[config.mk]
export PLATFORM = sky130hd
export DESIGN_NAME = ptmch_evtlog
export DESIGN_NICKNAME = d
export VERILOG_FILES = /design/src/rtl/ptmch_evtlog.sv
export SDC_FILE = /design/constraint.sdc
export NUM_CORES = 1
export LEC_CHECK = 0
export BUFFER_PORTS_ARGS = -buffer_cell sky130_fd_sc_hd__buf_2
export CAP_MARGIN = 40
export CORE_AREA = 8 8 202 281
export CTS_BUF_LIST = sky130_fd_sc_hd__clkbuf_4 sky130_fd_sc_hd__clkbuf_8 sky130_fd_sc_hd__clkbuf_16
export CTS_CLUSTER_DIAMETER = 200
export CTS_CLUSTER_SIZE = 28
export DETAILED_ROUTE_END_ITERATION = 12
export DIE_AREA = 0 0 210 289
export GPL_TIMING_DRIVEN = 1
export PLACE_DENSITY = 0.69
export REMOVE_ABC_BUFFERS = 1
export SYNTH_ARGS = -nofsm -noshare
export SYNTH_HDL_FRONTEND = slang
export SYNTH_SLANG_ARGS = --single-unit
[constraint.sdc]
create_clock -name CLK160M -period 4.9 [get_ports CLK160M]
set_input_delay 0.245 -clock CLK160M [delete_from_list [all_inputs] [get_ports CLK160M]]
set_output_delay 0.245 -clock CLK160M [all_outputs]
set_load 0.005 [all_outputs]
[src/rtl/ptmch_evtlog.sv]
// Trigger event logger: rising-edge detect on TRG_PLS, saturating per-channel
// counters, one-deep pending stage per channel and a FWFT {ch, ts} event FIFO.
module ptmch_evtlog #(
  parameter int P_TS_W  = 24,
  parameter int P_DEPTH = 16,
  parameter int P_CNT_W = 16
) (
  input  logic                       CLK160M,
  input  logic                       RESET,
  input  logic [4:0]                 TRG_PLS,
  input  logic                       EN,
  input  logic                       CLR,
  input  logic                       EVT_READY,
  output logic                       EVT_VALID,
  output logic [P_TS_W+2:0]          EVT_DATA,
  output logic [$clog2(P_DEPTH):0]   EVT_LEVEL,
  output logic                       EVT_OVF,
  input  logic [2:0]                 CNT_SEL,
  output logic [P_CNT_W-1:0]         CNT_VAL
);

  localparam int AW  = $clog2(P_DEPTH);
  localparam int DW  = P_TS_W + 3;
  localparam int NCH = 5;
  localparam logic [AW:0] FULL_LVL = (AW+1)'(P_DEPTH);

  logic               srst;
  logic [P_TS_W-1:0]  ts_reg;
  logic [NCH-1:0]     trg_1d_reg;
  logic [NCH-1:0]     cap;
  logic [NCH-1:0]     drop;
  logic [NCH-1:0]     grant;
  logic [NCH-1:0]     pend_reg;
  logic [P_TS_W-1:0]  pts_reg [NCH];
  logic [P_CNT_W-1:0] cnt_reg [NCH];
  logic [P_CNT_W-1:0] cnt_sel_val;
  logic [P_CNT_W-1:0] cnt_val_reg;
  logic               ovf_reg;

  logic [DW-1:0]      mem [P_DEPTH];
  logic [AW-1:0]      wr_ptr_reg;
  logic [AW-1:0]      rd_ptr_reg;
  logic [AW:0]        level_reg;
  logic               full;
  logic               push;
  logic               pop;
  logic [DW-1:0]      push_data;

  assign srst = RESET | CLR;
  assign cap  = TRG_PLS & ~trg_1d_reg & {NCH{EN}};
  assign full = (level_reg == FULL_LVL);
  assign pop  = (level_reg != '0) & EVT_READY;
  assign push = (|pend_reg) & (~full | pop);

  // Lowest pending channel wins; isolate its bit as the one-hot grant.
  assign grant = push ? (pend_reg & (~pend_reg + 5'd1)) : '0;

  always_comb begin
    push_data = '0;
    for (int i = NCH - 1; i >= 0; i--) begin
      if (pend_reg[i]) push_data = {3'(i), pts_reg[i]};
    end
  end

  // A rise on a channel whose entry leaves this cycle re-arms it instead of dropping.
  genvar gi;
  generate
    for (gi = 0; gi < NCH; gi++) begin : g_drop
      assign drop[gi] = cap[gi] & pend_reg[gi] & ~grant[gi];
    end
  endgenerate

  always_comb begin
    case (CNT_SEL)
      3'd0:    cnt_sel_val = cnt_reg[0];
      3'd1:    cnt_sel_val = cnt_reg[1];
      3'd2:    cnt_sel_val = cnt_reg[2];
      3'd3:    cnt_sel_val = cnt_reg[3];
      3'd4:    cnt_sel_val = cnt_reg[4];
      default: cnt_sel_val = '0;
    endcase
  end

  always_ff @(posedge CLK160M) begin
    // Tracks the input even in reset so a level held across reset is not a new event.
    trg_1d_reg <= TRG_PLS;
    if (srst) begin
      ts_reg      <= '0;
      ovf_reg     <= 1'b0;
      pend_reg    <= '0;
      cnt_val_reg <= '0;
      for (int i = 0; i < NCH; i++) begin
        cnt_reg[i] <= '0;
        pts_reg[i] <= '0;
      end
    end else begin
      ts_reg      <= ts_reg + P_TS_W'(1);
      cnt_val_reg <= cnt_sel_val;
      if (|drop) ovf_reg <= 1'b1;
      for (int i = 0; i < NCH; i++) begin
        if (cap[i] && (cnt_reg[i] != '1)) cnt_reg[i] <= cnt_reg[i] + P_CNT_W'(1);
        if (cap[i] && !drop[i]) begin
          pend_reg[i] <= 1'b1;
          pts_reg[i]  <= ts_reg;
        end else if (grant[i]) begin
          pend_reg[i] <= 1'b0;
        end
      end
    end
  end

  always_ff @(posedge CLK160M) begin
    if (push && !srst) mem[wr_ptr_reg] <= push_data;
  end

  always_ff @(posedge CLK160M) begin
    if (srst) begin
      wr_ptr_reg <= '0;
      rd_ptr_reg <= '0;
      level_reg  <= '0;
    end else begin
      if (push) wr_ptr_reg <= wr_ptr_reg + AW'(1);
      if (pop)  rd_ptr_reg <= rd_ptr_reg + AW'(1);
      if (push && !pop)      level_reg <= level_reg + (AW+1)'(1);
      else if (pop && !push) level_reg <= level_reg - (AW+1)'(1);
    end
  end

  assign EVT_VALID = (level_reg != '0);
  assign EVT_DATA  = EVT_VALID ? mem[rd_ptr_reg] : '0;
  assign EVT_LEVEL = level_reg;
  assign EVT_OVF   = ovf_reg;
  assign CNT_VAL   = cnt_val_reg;

endmodule
==> metrics.txt <==
Synth Instances about 1.7k; clock-pin slew on the worst setup and hold paths 110 ps; max incr delay on CP between 800 and 900 ps; CTS H-tree lvls 1; Layout Utilization between 50% and 60%; Worst Path Class, Setup flip-flop to output port; vias ~15k; outcome complete, no violations; GR Overflow Total 0; clock skew roughly 22 ps; IO Port Bufs between 60 and 70; synthesized area per cell 17.0 µm²; vias per std cell about 6; power density over the cells around 330 mW/mm²; clock root buffer master clkbuf_16; critical path's most frequent cell mux4_2; Synthesis Warnings 0; initial antenna violation count 0; Worst EP required 4660 ps; Die X-Extent ~210 µm; share of async-settable or async-resettable flops after synthesis 0%; worst reg2reg path depth 7; CTS sink count 700; share of cells above drive strength 1 20.3%; Post CTS Setup Buffer Count 0; unrepaired setup endpoints after global routing false; first-pass detailed-route iteration total 5; Starting Density 54.2%; worst-margin pin slew approximately 850 ps; CTS Buf Count 28; Synth Flop Type edfxtp_1; Post-synth EDFFs between 600 and 700; Total GRT Usage approximately 20%; Setup violations, final 0; Tcrit/Tclk final between 70% and 80%; Hold Path Class primary input to flip-flop; fin crit period about 3600 ps; critical path arrival 3380 ps; DRC viols 0; pin count of the biggest net entering global routing 57; RD Place Congestion around 0.85; final hold violations 0; flops & latches, synth 700; core area around 0.053 mm²; cell area after synthesis about 0.029 mm²; CP Max Fanout 36; Critical-path top delay cell dfxtp_4; DR iter-0 viols between 1k and 1.5k; CTS tree built; Ports 63; Synth-to-Final Area Change 9.86%; CP cell instances buf_4 > mux4_2 > mux4_2 > and2_1 > buf_2; Hold Crit Depth 3; f_max roughly 280 MHz; Die Ht between 200 and 300 µm; die area 0.0607 mm²; Rel. slew slack 43.4%; Yosys cell types 57; DRT Wirelength 60400 µm; worst-skew pair later-pin latency 610 ps; first-pass GRT wire length approximately 94000 µm; # diodes 0; post-synthesis sequential area ratio 71.2%; Slew Limit Fails 0; WL/cell 24.2 µm; Max Cap Viol 0; Final Net Count 1792; max reg flops between 400 and 500; row count 100; maximum VDD drop between 0.2 and 0.3 mV; Pleak 9.88 nW; DRT antenna net count 0; final setup TNS 0 ps; nature of the critical path endpoint output port; reg-to-reg slack, setup between 1500 and 2000 ps; startpoint types flip-flop; maximum clock insertion buffer count 3; DP HPWL approximately 40000 µm; number of global-route vias before repair 15.3k
logic make-up after synthesis:
family	Yosys count	synth area share [%]
mux	154	11.3
simple gates	342	6.23
compound gates	261	5.68
buf+inv	109	1.86
fa+ha+maj	16	0.727
flops	700	71.2
xor+xnor	96	2.95
critical path, delay by kind of cell, from the launching register on:
family,cells,cell delay (ps)
buffers and inverters,2,590
DFF,1,850
muxes,2,1100
and+or+nand+nor,1,190
power by group:
part,internal [mW],switching (mW)
registers,6.58,0.101
clock network,1.26,1.70
logic,0.342,0.430
repair_timing:
action	4_1_cts	5_1_grt
hold buffers	8	0
resized for setup	0	0
hold endpoints to repair	9	0
cell usage after synthesis (7+ instances only):
cell type,number,share of area (%)
a221o_1,24,0.84
a21oi_1,105,1.8
nand4_1,17,0.37
nand2b_1,9,0.20
xnor2_1,42,1.3
edfxtp_1,632,66
nand3_1,43,0.75
and3_1,11,0.24
inv_1,17,0.22
clkbuf_1,44,0.58
and4_1,9,0.28
dfxtp_1,68,4.8
a22oi_1,34,0.89
o21ai_0,63,1.1
mux2i_1,18,0.63
nor3_1,15,0.26
and2_1,33,0.72
mux4_2,135,11
buf_2,25,0.44
nor2_1,86,1.1
nor2b_1,27,0.59
buf_6,11,0.43
xor2_1,54,1.7
nand2_1,53,0.70
nor4_1,10,0.22
buf_1,10,0.13
a221oi_1,7,0.21
nor3b_1,8,0.21
ha_1,15,0.66
metrics by stage:
stage / cells / setup WS [ps] / hold WS [ps] / cell area (µm²) / power, mW
global route: 2499 / 1080 / 30.9 / 31400 / 10.7
finish: 2499 / 1280 / 42.0 / 31400 / 10.4
detailed placement: 2437 / 1620 / 358 / 30400 / 7.60
CTS: 2497 / 1160 / 10.7 / 31400 / 10.5
floorplan: 1586 / -1110 / 273 / 28100 / 7.27
global placement: 2416 / 1670 / 361 / 29900 / 7.57
area by class of cell:
cell class	count	area (µm²)
fillers	3920	21300
clock buffers	52	898
flip-flops and latches	700	20400
repair buffers	147	1350
multi-input cells	869	7810
well taps	714	893
inverters	17	63.8
final timing paths:
check                                             startpoint                           end
worst max register to register  cnt_reg[0][32]$_SDFFCE_PP0P_  cnt_reg[0][12]$_SDFFCE_PP0P_
worst min-delay path                                      EN      pend_reg[3]$_SDFFE_PP0P_
worst min register to register    rd_ptr_reg[1]$_SDFFE_PP0N_                     flip-flop
worst max-delay path                               flip-flop                  EVT_DATA[12]
per-layer routing:
| layer | GRT usage, % | share of wire (%) | routed length [µm] | up-vias |
|---|---|---|---|---|
| met5 | 0 | 0 | 0 | - |
| met4 | 5.44 | 2.4 | 1480 | 0 |
| met3 | 1.65 | 4.4 | 2660 | 74 |
| met2 | 35.7 | 53 | 31700 | 428 |
| met1 | 26.0 | 41 | 24600 | 7727 |
| li1 | - | - | - | 6785 |
cells in the final DEF, fill, tap and decap left out, drive strengths merged, types with 2 or more instances in the layout:
cell	n
mux4	135
and3	11
ha	15
a221o	24
a21oi	105
or2	4
a22o	2
o21ai	65
a21o	4
and4	9
a22oi	34
nor3	16
clkbuf	52
dlygate4sd3	8
nand4	17
nand2	53
buf	139
dfxtp	68
or3	6
a221oi	8
xnor2	42
mux2i	18
edfxtp	632
nor2b	27
xor2	54
a21boi	6
and3b	2
nand3	44
nor2	87
nor3b	8
nand2b	9
a31oi	2
nand3b	4
nor4	10
inv	17
and2	33
a32oi	2
Power figures use the tool's default switching activity.
